$ cat config.mk
export PLATFORM = sky130hd
export DESIGN_NAME = ps2_host_tx
export DESIGN_NICKNAME = d
export VERILOG_FILES = /design/src/rtl/ps2_host_tx.sv
export SDC_FILE = /design/constraint.sdc
export NUM_CORES = 1
export LEC_CHECK = 0
export ABC_AREA = 1
export CAP_MARGIN = 20
export CELL_PAD_IN_SITES_DETAIL_PLACEMENT = 1
export CELL_PAD_IN_SITES_GLOBAL_PLACEMENT = 1
export CORE_MARGIN = 2
export CORE_UTILIZATION = 30
export CTS_CLUSTER_SIZE = 14
export DETAILED_ROUTE_END_ITERATION = 8
export PLACE_DENSITY = 0.54
export SYNTH_ARGS = -nofsm -noshare
export SYNTH_HDL_FRONTEND = slang
export SYNTH_SLANG_ARGS = --single-unit
$ cat constraint.sdc
create_clock -name clk -period 2 [get_ports clk]
set_clock_uncertainty 0.1 [all_clocks]
set_input_delay 0.4 -clock clk [delete_from_list [all_inputs] [get_ports clk]]
set_output_delay 0.4 -clock clk [all_outputs]
set_load 0.05 [all_outputs]
$ cat src/rtl/ps2_host_tx.sv
// ps2_host_tx
// Host-to-device PS/2 command transmitter. It inhibits the bus, drives a start
// bit, and shifts out 8 data bits LSB-first, odd parity and stop, one bit per
// device clock falling edge. It then samples the device ACK and waits for the
// bus to go idle. A watchdog aborts the transfer if the device stops clocking.
// Both pins are open-drain: an *_oe output of 1 pulls the line low.
// INHIBIT_CYCLES and TIMEOUT_CYCLES must both be at least 2.

module ps2_host_tx #(
   parameter int unsigned INHIBIT_CYCLES = 5000,
   parameter int unsigned TIMEOUT_CYCLES = 750000
) (
   input  logic       clk,
   input  logic       rst,          // asynchronous, active-low
   input  logic [7:0] tx_data,
   input  logic       tx_start,
   input  logic       ps2_clk_in,
   input  logic       ps2_data_in,
   output logic       ps2_clk_oe,
   output logic       ps2_data_oe,
   output logic       busy,
   output logic       done,
   output logic       ack_ok,
   output logic       error
);

   // ---------------------------------------------------------------------------
   // Constants
   // ---------------------------------------------------------------------------
   localparam int INH_W = (INHIBIT_CYCLES > 2) ? $clog2(INHIBIT_CYCLES) : 1;
   localparam int TMO_W = (TIMEOUT_CYCLES > 2) ? $clog2(TIMEOUT_CYCLES) : 1;

   // Last inhibit cycle, and the cycle before it (where the start bit is launched
   // so that it is on the line during the final inhibit cycle).
   localparam logic [INH_W-1:0] INH_LAST = INH_W'(INHIBIT_CYCLES - 1);
   localparam logic [INH_W-1:0] INH_DATA = INH_W'(INHIBIT_CYCLES - 2);
   localparam logic [TMO_W-1:0] TMO_LAST = TMO_W'(TIMEOUT_CYCLES - 1);

   localparam logic [2:0] S_IDLE    = 3'd0;
   localparam logic [2:0] S_INHIBIT = 3'd1;
   localparam logic [2:0] S_REQ     = 3'd2;
   localparam logic [2:0] S_SEND    = 3'd3;
   localparam logic [2:0] S_ACK     = 3'd4;
   localparam logic [2:0] S_RELEASE = 3'd5;

   // ---------------------------------------------------------------------------
   // Signals
   // ---------------------------------------------------------------------------
   logic [1:0]       clk_sync;
   logic [1:0]       data_sync;
   logic             clk_prev;
   logic             clk_s;
   logic             data_s;
   logic             fall;

   logic [2:0]       state;
   logic [7:0]       shift_reg;
   logic             parity_bit;
   logic [3:0]       bit_cnt;
   logic [INH_W-1:0] inh_cnt;
   logic [TMO_W-1:0] tmo_cnt;
   logic             ack_bit;
   logic             tmo_run;
   logic             tmo_hit;

   assign clk_s  = clk_sync[1];
   assign data_s = data_sync[1];
   assign fall   = clk_prev & ~clk_s;

   // The watchdog runs whenever the device is expected to make progress.
   assign tmo_run = (state == S_REQ)  || (state == S_SEND) ||
                    (state == S_ACK)  || (state == S_RELEASE);
   // A falling edge in the limit cycle wins: the counter clears and no abort.
   assign tmo_hit = tmo_run && !fall && (tmo_cnt == TMO_LAST);

   assign busy = (state != S_IDLE);

   // Two-stage synchronizers for both pins, plus an edge-detect stage on the clock
   always_ff @(posedge clk or negedge rst) begin
      if (!rst) begin
         // NOTE: synchronizers reset to 1 (idle bus level) so that leaving reset
         // never produces a false falling edge.
         clk_sync  <= 2'b11;
         data_sync <= 2'b11;
         clk_prev  <= 1'b1;
      end else begin
         // NOTE: every register in an always_ff uses <=, so all of them update
         // together from the values that were current before the edge.
         clk_sync  <= {clk_sync[0], ps2_clk_in};
         data_sync <= {data_sync[0], ps2_data_in};
         clk_prev  <= clk_s;
      end
   end

   // Transfer sequencer: inhibit, request, bit shifting, ACK, release, watchdog
   always_ff @(posedge clk or negedge rst) begin
      if (!rst) begin
         state       <= S_IDLE;
         shift_reg   <= 8'h00;
         parity_bit  <= 1'b0;
         bit_cnt     <= 4'd0;
         inh_cnt     <= '0;
         tmo_cnt     <= '0;
         ack_bit     <= 1'b0;
         ps2_clk_oe  <= 1'b0;
         ps2_data_oe <= 1'b0;
         done        <= 1'b0;
         ack_ok      <= 1'b0;
         error       <= 1'b0;
      end else begin
         done  <= 1'b0;
         error <= 1'b0;

         if (tmo_hit) begin
            // Device went silent: free both lines and report a failed transfer.
            state       <= S_IDLE;
            tmo_cnt     <= '0;
            ps2_clk_oe  <= 1'b0;
            ps2_data_oe <= 1'b0;
            done        <= 1'b1;
            error       <= 1'b1;
            ack_ok      <= 1'b0;
         end else begin
            if (tmo_run) begin
               tmo_cnt <= fall ? '0 : tmo_cnt + TMO_W'(1);
            end

            case (state)
               S_IDLE: begin
                  if (tx_start) begin
                     shift_reg  <= tx_data;
                     parity_bit <= ~^tx_data;
                     ack_ok     <= 1'b0;
                     inh_cnt    <= '0;
                     ps2_clk_oe <= 1'b1;
                     state      <= S_INHIBIT;
                  end
               end

               S_INHIBIT: begin
                  inh_cnt <= inh_cnt + INH_W'(1);
                  if (inh_cnt == INH_DATA) begin
                     ps2_data_oe <= 1'b1;          // start bit
                  end
                  if (inh_cnt == INH_LAST) begin
                     ps2_clk_oe  <= 1'b0;          // hand the clock to the device
                     ps2_data_oe <= 1'b1;
                     bit_cnt     <= 4'd0;
                     tmo_cnt     <= '0;
                     state       <= S_REQ;
                  end
               end

               S_REQ: begin
                  if (fall) begin
                     ps2_data_oe <= ~shift_reg[0];
                     shift_reg   <= {1'b0, shift_reg[7:1]};
                     bit_cnt     <= 4'd1;
                     state       <= S_SEND;
                  end
               end

               S_SEND: begin
                  if (fall) begin
                     bit_cnt <= bit_cnt + 4'd1;
                     if (bit_cnt < 4'd8) begin
                        ps2_data_oe <= ~shift_reg[0];
                        shift_reg   <= {1'b0, shift_reg[7:1]};
                     end else if (bit_cnt == 4'd8) begin
                        ps2_data_oe <= ~parity_bit;
                     end else begin
                        ps2_data_oe <= 1'b0;       // stop bit: release data
                        state       <= S_ACK;
                     end
                  end
               end

               S_ACK: begin
                  if (fall) begin
                     ack_bit <= ~data_s;           // device pulls data low to ACK
                     bit_cnt <= bit_cnt + 4'd1;
                     state   <= S_RELEASE;
                  end
               end

               S_RELEASE: begin
                  if (clk_s && data_s) begin
                     done   <= 1'b1;
                     ack_ok <= ack_bit;
                     state  <= S_IDLE;
                  end
               end

               default: begin
                  ps2_clk_oe  <= 1'b0;
                  ps2_data_oe <= 1'b0;
                  state       <= S_IDLE;
               end
            endcase
         end
      end
   end

endmodule
==> impl_metrics.json, run 1 <==
{
  "status": "complete, no violations",
  "diodes": 0,
  "timing.hold.ws_ns": 0.2545,
  "die_w_um": 112.8,
  "die-area_um2": 12720,
  "final_common_cell": "nand2_1",
  "synth_warnings": 0,
  "numPortBuffers": 18,
  "clk_latency_ns": 0.34,
  "die_h_um": 112.8,
  "mappedNetlistArea_um2": 3551,
  "cp-startpoint": "state[1]",
  "ys.flop_type": "dfrtp_1",
  "fillCellCount": 1398,
  "synth_compound_area_frac": 0.1152,
  "clock-sinks": 60,
  "pwr_density_cell_nw_per_um2": 1253,
  "final.setup.worst_slack_ns": 0.09345,
  "cts_tree": "built",
  "synthAdderAreaFrac": 0.01762,
  "worstSetupPathType": "register to primary output",
  "drive_gt1_frac": 0.1758,
  "syn_area_per_cell_um2": 7.555,
  "endpoint_kind": "primary output",
  "cpMaxStageDelayCell": "dfrtp_1",
  "grt_pass1_vias": 3474,
  "cp_max_fo": 4,
  "leakage_uw": 0.002052,
  "syn_to_final_growth_pct": 26.60,
  "startpoint_type": "register",
  "dp_cells": 652,
  "yosys-mux-area-fraction": 0,
  "yosysSeqAreaShare": 0.4246,
  "synth_nets": 488,
  "critPathMaxStageDelay_ns": 0.41,
  "setup_violations": 0,
  "ant_nets": 0,
  "rr_startpoint": "inh_cnt[10]",
  "htreeDepth": 3,
  "drc": 0,
  "synth_seq_cells": 60,
  "wl_per_cell_um": 15.29,
  "fmaxAchievable_mhz": 524.5,
  "worstHoldPathType": "register to register",
  "grt_max_degree": 61,
  "cts_root_buf": "clkbuf_16",
  "final_cell_mix": "nand2_1 (106), inv_1 (55), nor2_1 (55)",
  "maxCapViolCount": 0,
  "synth_edf_count": 0,
  "finalCriticalPeriod_ns": 1.907,
  "place_congestion": 0.7898,
  "grtUsageTotal": 0.1778,
  "ioPinCount": 19,
  "core_um2": 11470,
  "synth-simple-area-share": 0.3182,
  "cts_buffers": 9,
  "final_hold_viol_count": 0,
  "ys_types": 40,
  "min_from": "data_sync[0]",
  "synth-async-reset-ratio": 1.000,
  "pre_cts_slack_ns": 0.04743,
  "clockBufferDepth": 2,
  "antenna_found_initial": 0,
  "p_total_uw": 5633,
  "overflow": 0,
  "initial_core_util": 0.3097,
  "grt_pass1_wl_mm": 17.77,
  "drt_iter0_drc": 88,
  "final_cells": 672,
  "synth_top_family_by_area": "simple AND/OR/NAND/NOR gates",
  "vias_per_cell": 4.845,
  "ir_drop_mv": 0.6107,
  "timing.final.crit_share": 0.9533,
  "clkTransAtPathRegs_ns": 0.05,
  "arrival_ns": 1.41,
  "worstPathRequired_ns": 1.50,
  "slew_headroom": 0.6641,
  "num_rows": 39,
  "drtPass1Iterations": 4,
  "tns_ns": 0,
  "worstPathCellList": "inv_2 -> nand2_2 -> nor2_4 -> inv_1 -> buf_6",
  "dp_hpwl_mm": 7.656,
  "finalWirelength_mm": 10.27,
  "synthCells": 470,
  "synthXorXnorAreaFrac": 0.04193,
  "largest_reg_flops": 20,
  "slew_violations": 0,
  "num_vias": 3256,
  "worstMarginPinSlew_ns": 0.5030,
  "nNetsFinal": 542
}
-- per-layer routing --
layer | global-route usage | part of all wire | up-vias
li1 | - | - | 1634
met1 | 0.2257 | 0.47 | 1593
met4 | 0.04878 | 0.011 | 0
met2 | 0.2990 | 0.49 | 22
met5 | 0 | 0 | -
met3 | 0.04821 | 0.024 | 7
-- stage by stage --
| stage | cell area [um^2] | utilization |
|---|---|---|
| floorplan | 3551 | - |
| CTS | 4441 | 0.3872 |
| global route | 4496 | 0.3920 |
| global placement | 4074 | 0.3553 |
| detailed placement | 4074 | 0.3553 |
| finish | 4496 | 0.3920 |
-- cell type report --
class,count,area (um^2),share of cell area
flip-flops and latches,60,1509,0.3357
inverters,63,239.0,0.05316
clock buffers,12,256.5,0.05706
repair buffers,52,439.2,0.09769
multi-input cells,338,1778,0.3955
clock inverters,4,95.09,0.02115
well taps,143,178.9,0.03980
-- cell usage after synthesis, types with 2 or more instances --
cell type / number / area (um^2)
nand2_1: 108 / 405.4
nor2_1: 56 / 210.2
dfrtp_1: 55 / 1376
inv_1: 55 / 206.5
nand3_1: 35 / 175.2
o21ai_0: 19 / 95.09
a21oi_1: 17 / 85.08
nor3_1: 15 / 75.07
nand4_1: 13 / 81.33
xor2_1: 12 / 105.1
o21ai_1: 10 / 50.05
inv_2: 7 / 26.28
o211ai_1: 7 / 52.55
dfstp_2: 5 / 131.4
ha_1: 5 / 62.56
xnor2_1: 5 / 43.79
a22oi_1: 3 / 22.52
a31oi_1: 3 / 18.77
buf_2: 3 / 15.01
clkbuf_1: 3 / 11.26
nand2_2: 3 / 18.77
nand3b_1: 3 / 22.52
nor2_2: 3 / 18.77
o22ai_1: 3 / 18.77
or2_2: 3 / 18.77
buf_6: 2 / 22.52
nor2_4: 2 / 22.52
nor2_8: 2 / 40.04
o21ai_2: 2 / 17.52
-- cells by family after synthesis --
group                    count (synthesis)
AO/OA/AOI/OAI                           69
buffers and inverters                   72
AND/OR/NAND/NOR                        247
flip-flops                              60
XOR/XNOR                                17
adder cells (fa/ha/maj)                  5
-- final timing paths --
check | end | cells past startpoint | slack [ns]
min in group asynchronous | tmo_cnt[17] | 3 | 0.50
max | busy | 5 | 0.09
max reg2reg | state[0] | 10 | 0.20
min | data_sync[1] | 0 | 0.25
min reg2reg | data_sync[1] | 0 | 0.25
max in group asynchronous | data_sync[0] | 3 | 0.98
-- repair_timing --
| item | 4_1_cts | 5_1_grt |
|---|---|---|
| hold buffers | 1 | 0 |
| resized for setup | 1 | 10 |
| setup buffers | 0 | 3 |
| cloned | 0 | 0 |
| pin swaps | 0 | 2 |
| setup endpoints to repair | 1 | 18 |
| endpoints found under the hold margin | 55 | 0 |
-- worst max-delay path, delay by kind of cell, from the launching register on --
family,cells,cell delay [ns]
buffers and inverters,3,0.40
flip-flops,1,0.41
AND/OR/NAND/NOR,2,0.25
-- where the power goes --
part	leakage (uW)	internal, uW	total, uW	switching (uW)
Clock	0.000173	1280	1860	579
Combinational	0.00109	720	2100	1380
Sequential	0.000786	1480	1670	195
Power figures use the tool's default switching activity.
==> run 2, diff against run 1 <==
CORE_ASPECT_RATIO = 1.75   (was default)
==> run 2 against run 1 <==
  * Worst setup slack worse by 0.037 ns
  * Sequential share of layout area barely moved
  * Via count up 2.8%
  * Die area is 0.27% higher
  * Routed wire length grew 6.8%
  * Final area barely moved
  * Non-clock buffer count increased by 3
  * Clock power decreased by 15%
  * Count of clock-buffer cells in the layout is the same
  * Critical path depth shrank 4
  * Global-route usage grew 0.60 points
  * Worst hold slack lost 0.0032 ns
  * Critical path type unchanged
==> impl_metrics.json, run 2 (synthesis gave the netlist of run 1 again) <==
{
  "critPathMaxStageDelay_ns": 0.79,
  "num_vias": 3348,
  "cts_tree": "built",
  "drc": 0,
  "pwr_density_cell_nw_per_um2": 1216,
  "arrival_ns": 1.44,
  "finish.utilization": 0.3883,
  "drtPass1Iterations": 5,
  "slew_violations": 0,
  "place_congestion": 0.8296,
  "htreeDepth": 3,
  "clockBufferDepth": 2,
  "worstMarginPinSlew_ns": 0.4926,
  "die-area_um2": 12760,
  "nNetsFinal": 545,
  "leakage_uw": 0.002027,
  "worstSetupPathType": "register to primary output",
  "setup_violations": 0,
  "ioPinCount": 19,
  "fmaxAchievable_mhz": 514.5,
  "ant_nets": 0,
  "dpl_cell_area_um2": 4056,
  "cp_max_fo": 1,
  "timing.final.crit_share": 0.9718,
  "dp_cells": 643,
  "critical_path_buf_inv_count": 1,
  "antenna_found_initial": 0,
  "finalWirelength_mm": 10.97,
  "finalCriticalPeriod_ns": 1.944,
  "wl_per_cell_um": 16.45,
  "numPortBuffers": 18,
  "grt_pass1_wl_mm": 17.77,
  "rsz0062_at_grt": "false",
  "final_hold_viol_count": 0,
  "endpoint_kind": "primary output",
  "final_common_cell": "nand2_1",
  "final_cell_mix": "nand2_1 (106), inv_1 (53), nor2_1 (53), dfrtp_1 (53), buf_4 (37)",
  "largest_reg_flops": 20,
  "worstPathCellList": "clkdlybuf4s50_1",
  "timing.hold.ws_ns": 0.2513,
  "diodes": 0,
  "worstHoldPathType": "register to register",
  "grt_max_degree": 61,
  "ir_drop_mv": 0.4858,
  "path_delay_family": "buffers and inverters",
  "grt_pass1_vias": 3581,
  "postLayoutCellArea_um2": 4497,
  "num_rows": 52,
  "status": "complete, no violations",
  "cpMaxStageDelayCell": "clkdlybuf4s50_1",
  "vias_per_cell": 5.019,
  "syn_to_final_growth_pct": 26.64,
  "die_h_um": 147.9,
  "die_w_um": 86.24,
  "drt_iter0_drc": 63,
  "initial_core_util": 0.3066,
  "core_um2": 11580,
  "grtUsageTotal": 0.1838,
  "slew_headroom": 0.6706,
  "clk_latency_ns": 0.33,
  "cts_buffers": 9,
  "drive_gt1_frac": 0.1936,
  "maxCapViolCount": 0,
  "final_cells": 667,
  "overflow": 0,
  "tns_ns": 0,
  "worstPathRequired_ns": 1.50,
  "startpoint_type": "register",
  "clkTransAtPathRegs_ns": 0.05,
  "dp_hpwl_mm": 8.272,
  "cts_root_buf": "clkbuf_16",
  "clock-sinks": 60
}
[run 2: changes by cell type in the layout (fill, tap and decap cells not counted), sizes merged]
| cell | delta |
|---|---|
| clkdlybuf4s50 | +1 |
| bufinv | -2 |
| clkinvlp | +1 |
| buf | +3 |
| clkinv | +1 |
| dlymetal6s2s | -1 |
[run 2: area by class of cell]
type | count | area, um^2
Timing Repair Buffer | 55 | 475.5
Multi-Input combinational cell | 338 | 1799
Sequential cell | 60 | 1510
Inverter | 63 | 239.0
Fill cell | 1447 | 7084
Clock buffer | 12 | 256.5
Clock inverter | 4 | 47.55
Tap cell | 135 | 168.9
[run 2: final timing paths]
| path | depth (start not counted) | end | slack, ns | from |
|---|---|---|---|---|
| max | 1 | done | 0.06 | done |
| min | 0 | clk_sync[1] | 0.25 | clk_sync[0] |
| max reg2reg | 9 | bit_cnt[0] | 0.17 | clk_prev |
| min reg2reg | 0 | clk_sync[1] | 0.25 | clk_sync[0] |
| max in group asynchronous | 3 | data_sync[0] | 0.95 | rst |
| min in group asynchronous | 3 | tmo_cnt[17] | 0.52 | rst |
[run 2: timing repair]
| item | CTS | global route |
|---|---|---|
| pin swaps | 0 | 4 |
| setup endpoints to repair | 2 | 26 |
| buffers inserted | 0 | 7 |
| hold buffers | 1 | 0 |
| endpoints found under the hold margin | 25 | 0 |
| gates resized for setup | 5 | 14 |
[run 2: power by group]
group	leakage, uW	internal, uW	switching, uW
clock network	0.000149	1030	565
logic	0.00109	776	1420
registers	0.000785	1480	205
total	0.00203	3280	2190
[run 2: per-stage QoR]
stage | worst slack [ns] | total power, uW
CTS | 0.007421 | 5473
detailed placement | 0.01046 | 3797
finish | 0.05648 | 5470
global placement | 0.01669 | 3761
floorplan | 0.2751 | 3095
global route | 0.006054 | 5881
[run 2: per-layer routing]
layer	share of wire	global-route usage	wire, um
met2	0.58	0.3535	6378
met3	0.016	0.03238	177
met5	0	0	0
met4	0.034	0.09375	373
met1	0.37	0.1812	4044
==> run 3, diff against run 2 <==
CTS_CLUSTER_DIAMETER = 150   (was default)
==> results of run 3 <==
Final layout, timing and power as in run 2 (identical DEF).
